[src/rtl/wb_port_arbiter_if.sv]
// Write-back port bundle: in-order pipe write request, long-latency unit
// result handshake, and the register-file write port driven by the arbiter.
interface wb_port_arbiter_if #(
  parameter int DBITS     = 32,
  parameter int REGNOBITS = 5
) ();
  logic                 pipe_wr_reg;
  logic [REGNOBITS-1:0] pipe_wregno;
  logic [DBITS-1:0]     pipe_regval;
  logic                 lu_valid;
  logic                 lu_ready;
  logic [REGNOBITS-1:0] lu_wregno;
  logic [DBITS-1:0]     lu_regval;
  logic                 wr_reg_WB;
  logic [REGNOBITS-1:0] wregno_WB;
  logic [DBITS-1:0]     regval_WB;
  logic                 stall_pipe;
  logic [1:0]           fifo_count;

  modport master (
    output pipe_wr_reg, pipe_wregno, pipe_regval,
    output lu_valid, lu_wregno, lu_regval,
    input  lu_ready, wr_reg_WB, wregno_WB, regval_WB, stall_pipe, fifo_count
  );

  modport slave (
    input  pipe_wr_reg, pipe_wregno, pipe_regval,
    input  lu_valid, lu_wregno, lu_regval,
    output lu_ready, wr_reg_WB, wregno_WB, regval_WB, stall_pipe, fifo_count
  );
endinterface

[src/rtl/wb_port_arbiter.sv]
// Single write-back port shared by the in-order pipe (always wins) and a
// long-latency unit buffered in a 2-entry FIFO with WAW squash and starvation stall.
module wb_port_arbiter #(
  parameter int DBITS        = 32,
  parameter int REGNOBITS    = 5,
  parameter int STARVE_LIMIT = 4
) (
  input logic              clk,
  input logic              reset,
  wb_port_arbiter_if.slave bus
);
  localparam int SW = $clog2(STARVE_LIMIT + 1);
  localparam logic [SW-1:0] STARVE_MAX = SW'(STARVE_LIMIT);
  localparam logic [REGNOBITS-1:0] REG_ZERO = {REGNOBITS{1'b0}};

  logic [1:0]           count_q, count_d;
  logic [SW-1:0]        starve_q, starve_d;
  logic [REGNOBITS-1:0] wregno_q [2];
  logic [REGNOBITS-1:0] wregno_d [2];
  logic [DBITS-1:0]     regval_q [2];
  logic [DBITS-1:0]     regval_d [2];
  logic [1:0]           sq_q, sq_d;

  logic       ready_s, nonempty_s, enq_s, deq_s, squash_s;
  logic [1:0] slot_s;

  assign ready_s    = (count_q < 2'd2);
  assign nonempty_s = (count_q != 2'd0);
  assign enq_s      = bus.lu_valid && ready_s;
  assign deq_s      = !bus.pipe_wr_reg && nonempty_s;
  assign squash_s   = bus.pipe_wr_reg && (bus.pipe_wregno != REG_ZERO);
  assign slot_s     = deq_s ? (count_q - 2'd1) : count_q;

  assign bus.lu_ready   = ready_s;
  assign bus.fifo_count = count_q;
  assign bus.stall_pipe = (starve_q == STARVE_MAX);

  // Write port: pipe first, then FIFO head; squashed or x0 heads still consume the grant
  always_comb begin
    bus.wr_reg_WB = 1'b0;
    bus.wregno_WB = bus.pipe_wregno;
    bus.regval_WB = bus.pipe_regval;
    if (!reset) begin
      bus.wr_reg_WB = 1'b0;
    end else if (bus.pipe_wr_reg) begin
      bus.wr_reg_WB = (bus.pipe_wregno != REG_ZERO);
    end else if (nonempty_s) begin
      bus.wr_reg_WB = !sq_q[0] && (wregno_q[0] != REG_ZERO);
      bus.wregno_WB = wregno_q[0];
      bus.regval_WB = regval_q[0];
    end else begin
      bus.wr_reg_WB = 1'b0;
    end
  end

  // FIFO next state: squash resident matches, shift on dequeue, then append
  always_comb begin
    count_d = count_q + {1'b0, enq_s} - {1'b0, deq_s};
    sq_d    = sq_q;
    for (int i = 0; i < 2; i++) begin
      wregno_d[i] = wregno_q[i];
      regval_d[i] = regval_q[i];
      if (squash_s && (2'(i) < count_q) && (wregno_q[i] == bus.pipe_wregno)) begin
        sq_d[i] = 1'b1;
      end else begin
        sq_d[i] = sq_q[i];
      end
    end
    if (deq_s) begin
      wregno_d[0] = wregno_q[1];
      regval_d[0] = regval_q[1];
      sq_d[0]     = sq_q[1];
      sq_d[1]     = 1'b0;
    end else begin
      sq_d = sq_d;
    end
    if (enq_s) begin
      wregno_d[slot_s[0]] = bus.lu_wregno;
      regval_d[slot_s[0]] = bus.lu_regval;
      sq_d[slot_s[0]]     = 1'b0;
    end else begin
      sq_d = sq_d;
    end
  end

  // Starvation counter only runs while a resident head is being denied
  always_comb begin
    starve_d = starve_q;
    if (!nonempty_s || deq_s) begin
      starve_d = {SW{1'b0}};
    end else if (starve_q != STARVE_MAX) begin
      starve_d = starve_q + SW'(1);
    end else begin
      starve_d = starve_q;
    end
  end

  // State registers
  always_ff @(posedge clk or negedge reset) begin
    if (!reset) begin
      count_q  <= 2'd0;
      starve_q <= {SW{1'b0}};
      sq_q     <= 2'b00;
      for (int i = 0; i < 2; i++) begin
        wregno_q[i] <= REG_ZERO;
        regval_q[i] <= {DBITS{1'b0}};
      end
    end else begin
      count_q  <= count_d;
      starve_q <= starve_d;
      sq_q     <= sq_d;
      wregno_q <= wregno_d;
      regval_q <= regval_d;
    end
  end
endmodule

[src/flat_wrapper.sv]
// flat-port wrapper written by rule: the top's interface ports become plain ports
module wb_port_arbiter_flat 
#(
  parameter int DBITS        = 32,
  parameter int REGNOBITS    = 5,
  parameter int STARVE_LIMIT = 4
)
  (clk, reset, bus_pipe_wr_reg, bus_pipe_wregno, bus_pipe_regval, bus_lu_valid, bus_lu_wregno, bus_lu_regval, bus_lu_ready, bus_wr_reg_WB, bus_wregno_WB, bus_regval_WB, bus_stall_pipe, bus_fifo_count);
  wb_port_arbiter_if #(.DBITS(DBITS), .REGNOBITS(REGNOBITS)) bus_i ();
  input logic clk;
  input logic reset;
  input wire logic [$bits(bus_i.pipe_wr_reg)-1:0] bus_pipe_wr_reg;
  input wire logic [$bits(bus_i.pipe_wregno)-1:0] bus_pipe_wregno;
  input wire logic [$bits(bus_i.pipe_regval)-1:0] bus_pipe_regval;
  input wire logic [$bits(bus_i.lu_valid)-1:0] bus_lu_valid;
  input wire logic [$bits(bus_i.lu_wregno)-1:0] bus_lu_wregno;
  input wire logic [$bits(bus_i.lu_regval)-1:0] bus_lu_regval;
  output wire logic [$bits(bus_i.lu_ready)-1:0] bus_lu_ready;
  output wire logic [$bits(bus_i.wr_reg_WB)-1:0] bus_wr_reg_WB;
  output wire logic [$bits(bus_i.wregno_WB)-1:0] bus_wregno_WB;
  output wire logic [$bits(bus_i.regval_WB)-1:0] bus_regval_WB;
  output wire logic [$bits(bus_i.stall_pipe)-1:0] bus_stall_pipe;
  output wire logic [$bits(bus_i.fifo_count)-1:0] bus_fifo_count;
  assign bus_i.pipe_wr_reg = bus_pipe_wr_reg;
  assign bus_i.pipe_wregno = bus_pipe_wregno;
  assign bus_i.pipe_regval = bus_pipe_regval;
  assign bus_i.lu_valid = bus_lu_valid;
  assign bus_i.lu_wregno = bus_lu_wregno;
  assign bus_i.lu_regval = bus_lu_regval;
  assign bus_lu_ready = bus_i.lu_ready;
  assign bus_wr_reg_WB = bus_i.wr_reg_WB;
  assign bus_wregno_WB = bus_i.wregno_WB;
  assign bus_regval_WB = bus_i.regval_WB;
  assign bus_stall_pipe = bus_i.stall_pipe;
  assign bus_fifo_count = bus_i.fifo_count;
  wb_port_arbiter #(.DBITS(DBITS), .REGNOBITS(REGNOBITS), .STARVE_LIMIT(STARVE_LIMIT)) u_core (.clk(clk), .reset(reset), .bus(bus_i));
endmodule
[config.mk]
export PLATFORM = sky130hd
export DESIGN_NAME = wb_port_arbiter_flat
export DESIGN_NICKNAME = d
export VERILOG_FILES = /design/src/rtl/wb_port_arbiter_if.sv /design/src/rtl/wb_port_arbiter.sv /design/src/flat_wrapper.sv
export SDC_FILE = /design/constraint.sdc
export NUM_CORES = 1
export LEC_CHECK = 0
export ABC_CLOCK_PERIOD_IN_PS = 5800
export CAP_MARGIN = 20
export CORE_UTILIZATION = 45
export DETAILED_ROUTE_END_ITERATION = 16
export HOLD_SLACK_MARGIN = 0.08
export PLACE_DENSITY = 0.77
export SYNTH_ARGS = -nofsm -noshare
export SYNTH_HDL_FRONTEND = slang
export SYNTH_SLANG_ARGS = --single-unit
export TNS_END_PERCENT = 1
[constraint.sdc]
create_clock -name clk -period 5.8 [get_ports clk]
set_input_delay 0.58 -clock clk [delete_from_list [all_inputs] [get_ports clk]]
set_output_delay 0.58 -clock clk [all_outputs]
set_load 0.05 [all_outputs]
# Yosys cells after proc, flatten, opt, wreduce, memory -nomap -nowiden
# Index checks and enable logic that the tools add are counted.
# word_totals
reg_bits	81
input_bits	78
output_inout_bits	42
elab_cells	71
# op_classes
addsub	4
order_cmp	7
eq_ne	4
n_mux	28
bitwise_logic	3
n_reduce_logical	18
# op_table
operator	count
32-bit 2-to-1 mux	5
64-bit bitwise mux	1
64-bit 2-to-1 mux	1
32-bit demux with 1-bit select	1
5-bit 2-to-1 mux	5
10-bit bitwise mux	1
5-bit == test	2
1-bit logical AND	10
10-bit 2-to-1 mux	1
5-bit nonzero test	2
1-bit 2-to-1 mux	7
3-bit 2-to-1 mux	2
5-bit demux with 1-bit select	1
1-bit by 2-bit less-than comparator with 1-bit output (first input constant)	2
2-bit 2-to-1 mux	2
2-bit nonzero test	2
3-bit by 1-bit adder with 3-bit output (second input constant)	1
3-bit == test (second input constant)	1
1-bit zero test	3
3-bit != test (second input constant)	1
2-bit by 1-bit adder with 2-bit output	1
2-bit AND	1
2-bit greater-or-equal comparator (second input constant)	1
1-bit by 2-bit less-than comparator with 1-bit output (second input constant)	1
other kinds (9)	9

# Logic depth before layout (Yosys ltp)
# Gate-level depths: netlist of the first run.
# depth
ltp_word	10
ltp_mapped	11
depth_no_buf	8

# Worst setup path after synthesis of the first run
# Ideal clock, no wire load.
# synth_timing
path_type	register to register
startpoint	register u_core.count_q[1], in the netlist u_core.bus.fifo_count[1]
endpoint	register (tool-made name)
setup_time_ns	0.125
arrival_time_ns	2.810
path_slack_ns	2.866
path_stages_with_launch	12
n_path_buf	4
synth_period_minus_slack_ns	2.934
cell_sequence	dfrtp_1 nor2_1 or2_1 buf_2 clkinv_4 buf_2 ha_1 inv_1 ha_1 clkbuf_1 buf_2 mux2_2
# synth_lines
element	line_no	text
from (decl)	wb_port_arbiter.sv:16	logic [1:0] count_q, count_d;
from (signal assigned)	wb_port_arbiter.sv:109	count_q <= count_d;

# Worst setup path in the final report of the first run
# layout_timing
startpoint	input bus_pipe_wr_reg
endpoint	output bus_wregno_WB[1]
# layout_via
elab_chain_cells	2
# layout_rtl
element	line_no	text
from (decl)	flat_wrapper.sv:12	input wire logic [$bits(bus_i.pipe_wr_reg)-1:0] bus_pipe_wr_reg;
5-bit 2-to-1 mux	wb_port_arbiter.sv:45	end else if (bus.pipe_wr_reg) begin
5-bit 2-to-1 mux	wb_port_arbiter.sv:43	if (!reset) begin
to (decl)	flat_wrapper.sv:20	output wire logic [$bits(bus_i.wregno_WB)-1:0] bus_wregno_WB;
# No other way between the ends.

==> run summary, run 1 <==
CP max FO: 41
Drt first pass iters: 5
Clock Pin Slew Worst Setup and Hold Paths: 0.09 ns
Largest net degree at the start of global routing: 83
Non-Filler Instances: 603
Fin crit share: 0.812
Clk sink count: 81
Slew headroom: 0.341
Placement Rows: 34
DR iter-0 viols: 125
Cell leakage power: 2.45 nW
Crit path DAT: 4.13 ns
Reg2Reg Setup Slack: 1.94 ns
Wirelength per Cell: 15.2 um
Final WS setup: 1.09 ns
Clk root buf: clkbuf_8
First-pass GRT wire length: 15100 um
Layout cells sized above 1: 0.196
Post-Syn Area: 4110 um2
Post-Place Cells: 586
Post-synthesis sequential area ratio: 0.494
Drc violations: 0
Commonest non-fill, non-tap cell in the layout: clkdlybuf4s50_1
Gpl congestion: 0.777
Storage cell area: 2030 um2
Clock Skew: 0.0149 ns
Highest-count cells in the layout ignoring fill and taps: 118 x clkdlybuf4s50_1, 81 x dfrtp_1, 80 x nand2_1
Via Count: 3198
Setup tns final: 0 ns
Hold crit path type: input port to asynchronous set/reset pin
Pins Over Slew Limit: 0
Worst-Skew Late Latency: 0.35 ns
Max Buffers Root-to-Sink: 2
DIE AREA: 9510 um2
Syn_area_per_cell: 10.8 um2
Critical Path RT: 5.22 ns
Number of CTS-inserted buffers: 9
Crit Path Category: input port to output pin
FMAX: 212 MHz
DRT Wirelength: 9170 um
Starting Density: 0.469
Footprint of the multi-input gates: 1930 um2
Worst r2r src: u_core.bus.fifo_count[1]
Diode count: 0
Hold_buf cts: 0
Die Span Y: 97.5 um
Status: completed
Vias per Instance: 5.30
Worst-margin pin slew: 0.989 ns
Final Util: 0.636
YS warnings: 0
Crit path from: bus_pipe_wr_reg
Worst slack, placed: 1.05 ns
Min Clock Period, post-route: 4.71 ns
Synth Instances: 381
MaxCap Viol Count: 0
Pwr Density: 489 nW/um2
Vias in the first global route: 3169
Core area: 8760 um2
Crit. End Element: output pin
Post-synthesis register bit count: 81
Final Hold Viols: 0
Design area: 5580 um2
Post-synthesis cell type count: 28
Fillers: 706
Startpoint types: input port
# Post-CTS Setup Buffers: 0
H-tree levels: 3
Syn Nets: 463
RSZ-0062 raised after global routing: false
Die Wd: 97.5 um
Port buffer count: 119
CTS tree: done
Layout net count: 572
GRT Util Overall: 0.196
Antenna violations before repair: 0
Post-route antenna net violation count: 0
CTS resizes: 0
Final setup viols: 0
Area grow syn2layout: 35.8%
IO Pins: 120
DP HPWL: 6070 um
Maximum VDD drop: 0.207 mV
Area after DPL: 5340 um2
Register-to-Register Path Depth: 7
Grt total ovfl: 0
==> cells by family (layout without fill, tap and decap cells) <==
logic type / after synthesis / after routing / share of synthesized area
multiplexers: 74 / 74 / 0.230
AO/OA/AOI/OAI: 44 / 44 / 0.0686
XOR/XNOR: 13 / 13 / 0.0277
buffers and inverters: 31 / 145 / 0.0381
AND/OR/NAND/NOR: 134 / 134 / 0.129
flip-flops: 81 / 81 / 0.494
adder cells (fa/ha/maj): 4 / 4 / 0.0122
==> layer usage <==
layer / part of all wire / global-route usage / vias up
met5: 0 / 0 / -
met2: 0.49 / 0.322 / 108
met3: 0.057 / 0.0388 / 10
li1: - / - / 1518
met4: 0.011 / 0.0667 / 0
met1: 0.44 / 0.260 / 1562
==> through the flow <==
step	total power, mW	hold WS (ns)
2_1_floorplan	1.95	0.284
3_3_place_gp	2.24	0.488
3_5_place_dp	2.30	0.495
4_1_cts	2.74	0.513
5_1_grt	2.90	0.148
6_report	2.73	0.149
==> layout make-up <==
class                           instances  share of cell area
Clock buffer                           11              0.0236
Sequential cell                        81               0.363
Timing Repair Buffer                  122               0.223
Multi-Input combinational cell        269               0.346
Clock inverter                          5              0.0144
Inverter                                7             0.00561
Tap cell                              108              0.0242
==> cells in the mapped netlist, drive strengths merged <==
cell / count / area, um2
dfrtp: 81 / 2030
clkbuf: 6 / 22.5
o21a: 2 / 15.0
inv: 6 / 22.5
xnor2: 4 / 35.0
xor2: 9 / 78.8
a31oi: 37 / 231
a211oi: 1 / 7.51
ha: 4 / 50.1
nor4: 2 / 12.5
clkinv: 1 / 8.76
a32oi: 1 / 8.76
or2: 1 / 6.26
o21ai: 1 / 5.00
or4: 2 / 15.0
nor2b: 1 / 6.26
a41oi: 1 / 8.76
mux2: 74 / 946
a21oi: 1 / 5.00
buf: 18 / 103
nor3: 2 / 10.0
nand2: 82 / 315
nand3: 1 / 5.00
nor2: 43 / 161
==> worst max-delay path by stage <==
| stage | end | slack [ns] | cells past startpoint |
|---|---|---|---|
| finish | bus_wregno_WB[1] | 1.09 | 6 |
| global placement | bus_wregno_WB[3] | 1.13 | 6 |
| detailed placement | bus_wregno_WB[1] | 1.05 | 6 |
| CTS | bus_wregno_WB[1] | 1.05 | 6 |
| floorplan | flip-flop | 2.87 | 11 |
| global route | bus_regval_WB[31] | 0.90 | 6 |
==> critical path, stage by stage <==
cell	delay (ns)
clkdlybuf4s50_1	0.49
or2_2	0.69
clkinv_4	0.51
nand2_4	0.68
mux2_2	0.41
clkdlybuf4s50_1	0.70
==> power by group <==
part	switching, mW	internal, mW	leakage, nW
Combinational	0.674	0.574	1.38
Clock	0.201	0.242	0.0995
Sequential	0.186	0.852	0.976
Total	1.06	1.67	2.45
Power figures use the tool's default switching activity.
==> run 2: changes to the inputs <==
--- a/config.mk
+++ b/config.mk
@@ -5,7 +5,7 @@
 export SDC_FILE = /design/constraint.sdc
 export NUM_CORES = 1
 export LEC_CHECK = 0
-export ABC_CLOCK_PERIOD_IN_PS = 5800
+export ABC_CLOCK_PERIOD_IN_PS = 4500
 export CAP_MARGIN = 20
 export CORE_UTILIZATION = 45
 export DETAILED_ROUTE_END_ITERATION = 16
==> constraint.sdc (replaced) <==
create_clock -name clk -period 4.5 [get_ports clk]
set_input_delay 0.45 -clock clk [delete_from_list [all_inputs] [get_ports clk]]
set_output_delay 0.45 -clock clk [all_outputs]
set_load 0.05 [all_outputs]
==> run 2 against run 1 <==
Effect of this change:
- hold slack got worse by 0.046 ns
- die area unchanged
- total power is 33% higher
- first-iteration DRC count grew 4.8%
- clock skew fell by 0.0055 ns
- global-route usage increased by 0.85 points
- cell count fell by 0.33%
- non-clock buffer count down 1
- clock power is 18% higher
- clock-buffer cell count rose by 1
- critical path type is now flip-flop to output pin
- largest cell class unchanged
- largest power group unchanged
- highest routed layer unchanged
==> run summary, run 2 (same netlist as run 1, synthesis figures left out) <==
Final setup viols: 0 (unchanged)
Crit path DAT: 3.50 ns (-0.63 ns)
Starting Density: 0.469 (unchanged)
Hold_buf cts: 0 (unchanged)
Grt total ovfl: 0 (unchanged)
MaxCap Viol Count: 0 (unchanged)
First-pass GRT wire length: 15800 um (+4.2%)
Storage cell area: 2030 um2 (unchanged)
Final WS setup: 0.554 ns (-0.534 ns)
Number of CTS-inserted buffers: 9 (unchanged)
Layout cells sized above 1: 0.270 (+0.0738)
Diode count: 0 (unchanged)
Clk sink count: 81 (unchanged)
Layout net count: 571 (-0.17%)
Switch share: 0.383 (-0.00524)
GRT Util Overall: 0.205 (+0.00847)
Clk root buf: clkbuf_8
Via Count: 3212 (+0.44%)
Antenna violations before repair: 0 (unchanged)
Worst r2r src: u_core.bus.fifo_count[1]
Worst slack, placed: 0.349 ns (-0.704 ns)
Fillers: 681 (-3.5%)
Register-to-Register Path Depth: 7 (unchanged)
Internal power: 2.23 mW (+34%)
Setup tns final: 0 ns (unchanged)
Pins Over Slew Limit: 0 (unchanged)
Post-route antenna net violation count: 0 (unchanged)
Clock Pin Slew Worst Setup and Hold Paths: 0.08 ns (about the same)
Highest-count cells in the layout ignoring fill and taps: 81 x dfrtp_1, 81 x clkdlybuf4s50_1, 80 x nand2_1
Pwr Density: 624 nW/um2 (+28%)
Vias in the first global route: 3251 (+2.6%)
Die Wd: 97.5 um (unchanged)
Combinational power share: 0.485 (+0.028)
Die Span Y: 97.5 um (unchanged)
Startpoint types: flip-flop
Crit. End Element: output pin
Min Clock Period, post-route: 3.95 ns
Hold crit path type: input port to asynchronous set/reset pin
Drc violations: 0 (unchanged)
Overall Power: 3.62 mW (+33%)
Port buffer count: 119 (unchanged)
Core area: 8760 um2 (unchanged)
RSZ-0062 raised after global routing: false
IO Pins: 120 (unchanged)
Footprint of the multi-input gates: 1930 um2 (unchanged)
Worst-Skew Late Latency: 0.33 ns (-0.02 ns)
Slew headroom: 0.365 (+0.0243)
Area grow syn2layout: 41.3%
Crit path from: u_core.bus.fifo_count[1]
Cell leakage power: 2.61 nW (+6.3%)
Sequential share of power: 0.371 (-0.009)
Critical Path RT: 4.05 ns (-1.17 ns)
DIE AREA: 9510 um2 (unchanged)
DR iter-0 viols: 131 (+4.8%)
Wirelength per Cell: 15.6 um (+2.9%)
CP max FO: 41 (unchanged)
Max Buffers Root-to-Sink: 2 (unchanged)
Vias per Instance: 5.34 (+0.77%)
Crit Path Category: flip-flop to output pin
Clock Skew: 0.00939 ns (-0.00550 ns)
CTS resizes: 0 (unchanged)
Worst-margin pin slew: 0.952 ns (-0.0364 ns)
DRT Wirelength: 9400 um (+2.5%)
DP HPWL: 6610 um (+8.9%)
Final Hold Viols: 0 (unchanged)
Gpl congestion: 0.759 (-2.2%)
Reg2Reg Setup Slack: 0.68 ns (-1.26 ns)
FMAX: 253 MHz
P_sw: 1.39 mW (+31%)
Fin crit share: 0.877
Largest net degree at the start of global routing: 45 (-46%)
# Post-CTS Setup Buffers: 0 (unchanged)
Clock share of power: 0.144 (-0.018)
CTS tree: done
H-tree levels: 3 (unchanged)
Maximum VDD drop: 0.271 mV (+31%)
Status: completed
Drt first pass iters: 5 (unchanged)
Placement Rows: 34 (unchanged)
-- run 2: changes by cell type in the layout (fill, tap and decap cells not counted), sizes merged --
| cell | before | now |
|---|---|---|
| clkdlybuf4s50 | 118 | 81 |
| buf | 4 | 40 |
| clkinvlp | 2 | 0 |
| bufinv | 2 | 1 |
| clkbuf | 11 | 12 |
| clkinv | 2 | 3 |
-- run 2: critical path, stage by stage, from the launching register on --
cell,delay (ns)
dfrtp_1,0.47
nor2_1,0.18
or2_2,0.69
clkinv_4,0.50
nand2_4,0.67
mux2_2,0.41
buf_4,0.19
-- run 2: metal layers --
layer	global-route usage	wire length, um	up-vias
li1	-	-	1515
met1	0.281	4120	1571
met2	0.324	4630	113
met3	0.0417	528	13
met4	0.0679	125	0
met5	0	0	-
-- run 2: worst max path at each step --
stage / end / slack, ns
floorplan: flip-flop / 1.57
CTS: bus_wregno_WB[1] / 0.49
detailed placement: flip-flop / 0.35
finish: bus_wregno_WB[1] / 0.55
global placement: flip-flop / 0.45
global route: bus_wregno_WB[1] / 0.27
-- run 2: final cells by class --
class | instances | area share
well taps | 108 | 0.0233
clock inverters | 3 | 0.00690
repair buffers | 121 | 0.256
flip-flops and latches | 81 | 0.349
inverters | 7 | 0.00539
clock buffers | 12 | 0.0267
multi-input cells | 269 | 0.332
-- run 2: power groups by stage --
stage	clock, mW	sequential (mW)	combinational, mW
after floorplan	0	1.30	1.21
after global placement	0	1.33	1.71
after detailed placement	0	1.35	1.77
after CTS	0.530	1.34	1.77
after global routing	0.563	1.39	1.90
final	0.521	1.34	1.76
-- run 2: per-stage QoR --
step           utilization  cell area [um2]  instances  hold slack (ns)
2_1_floorplan            -             4110        381            0.154
3_3_place_gp         0.640             5610        586            0.471
3_5_place_dp         0.640             5610        586            0.486
4_1_cts              0.662             5800        601            0.117
5_1_grt              0.662             5800        601            0.141
6_report             0.662             5800        601            0.104
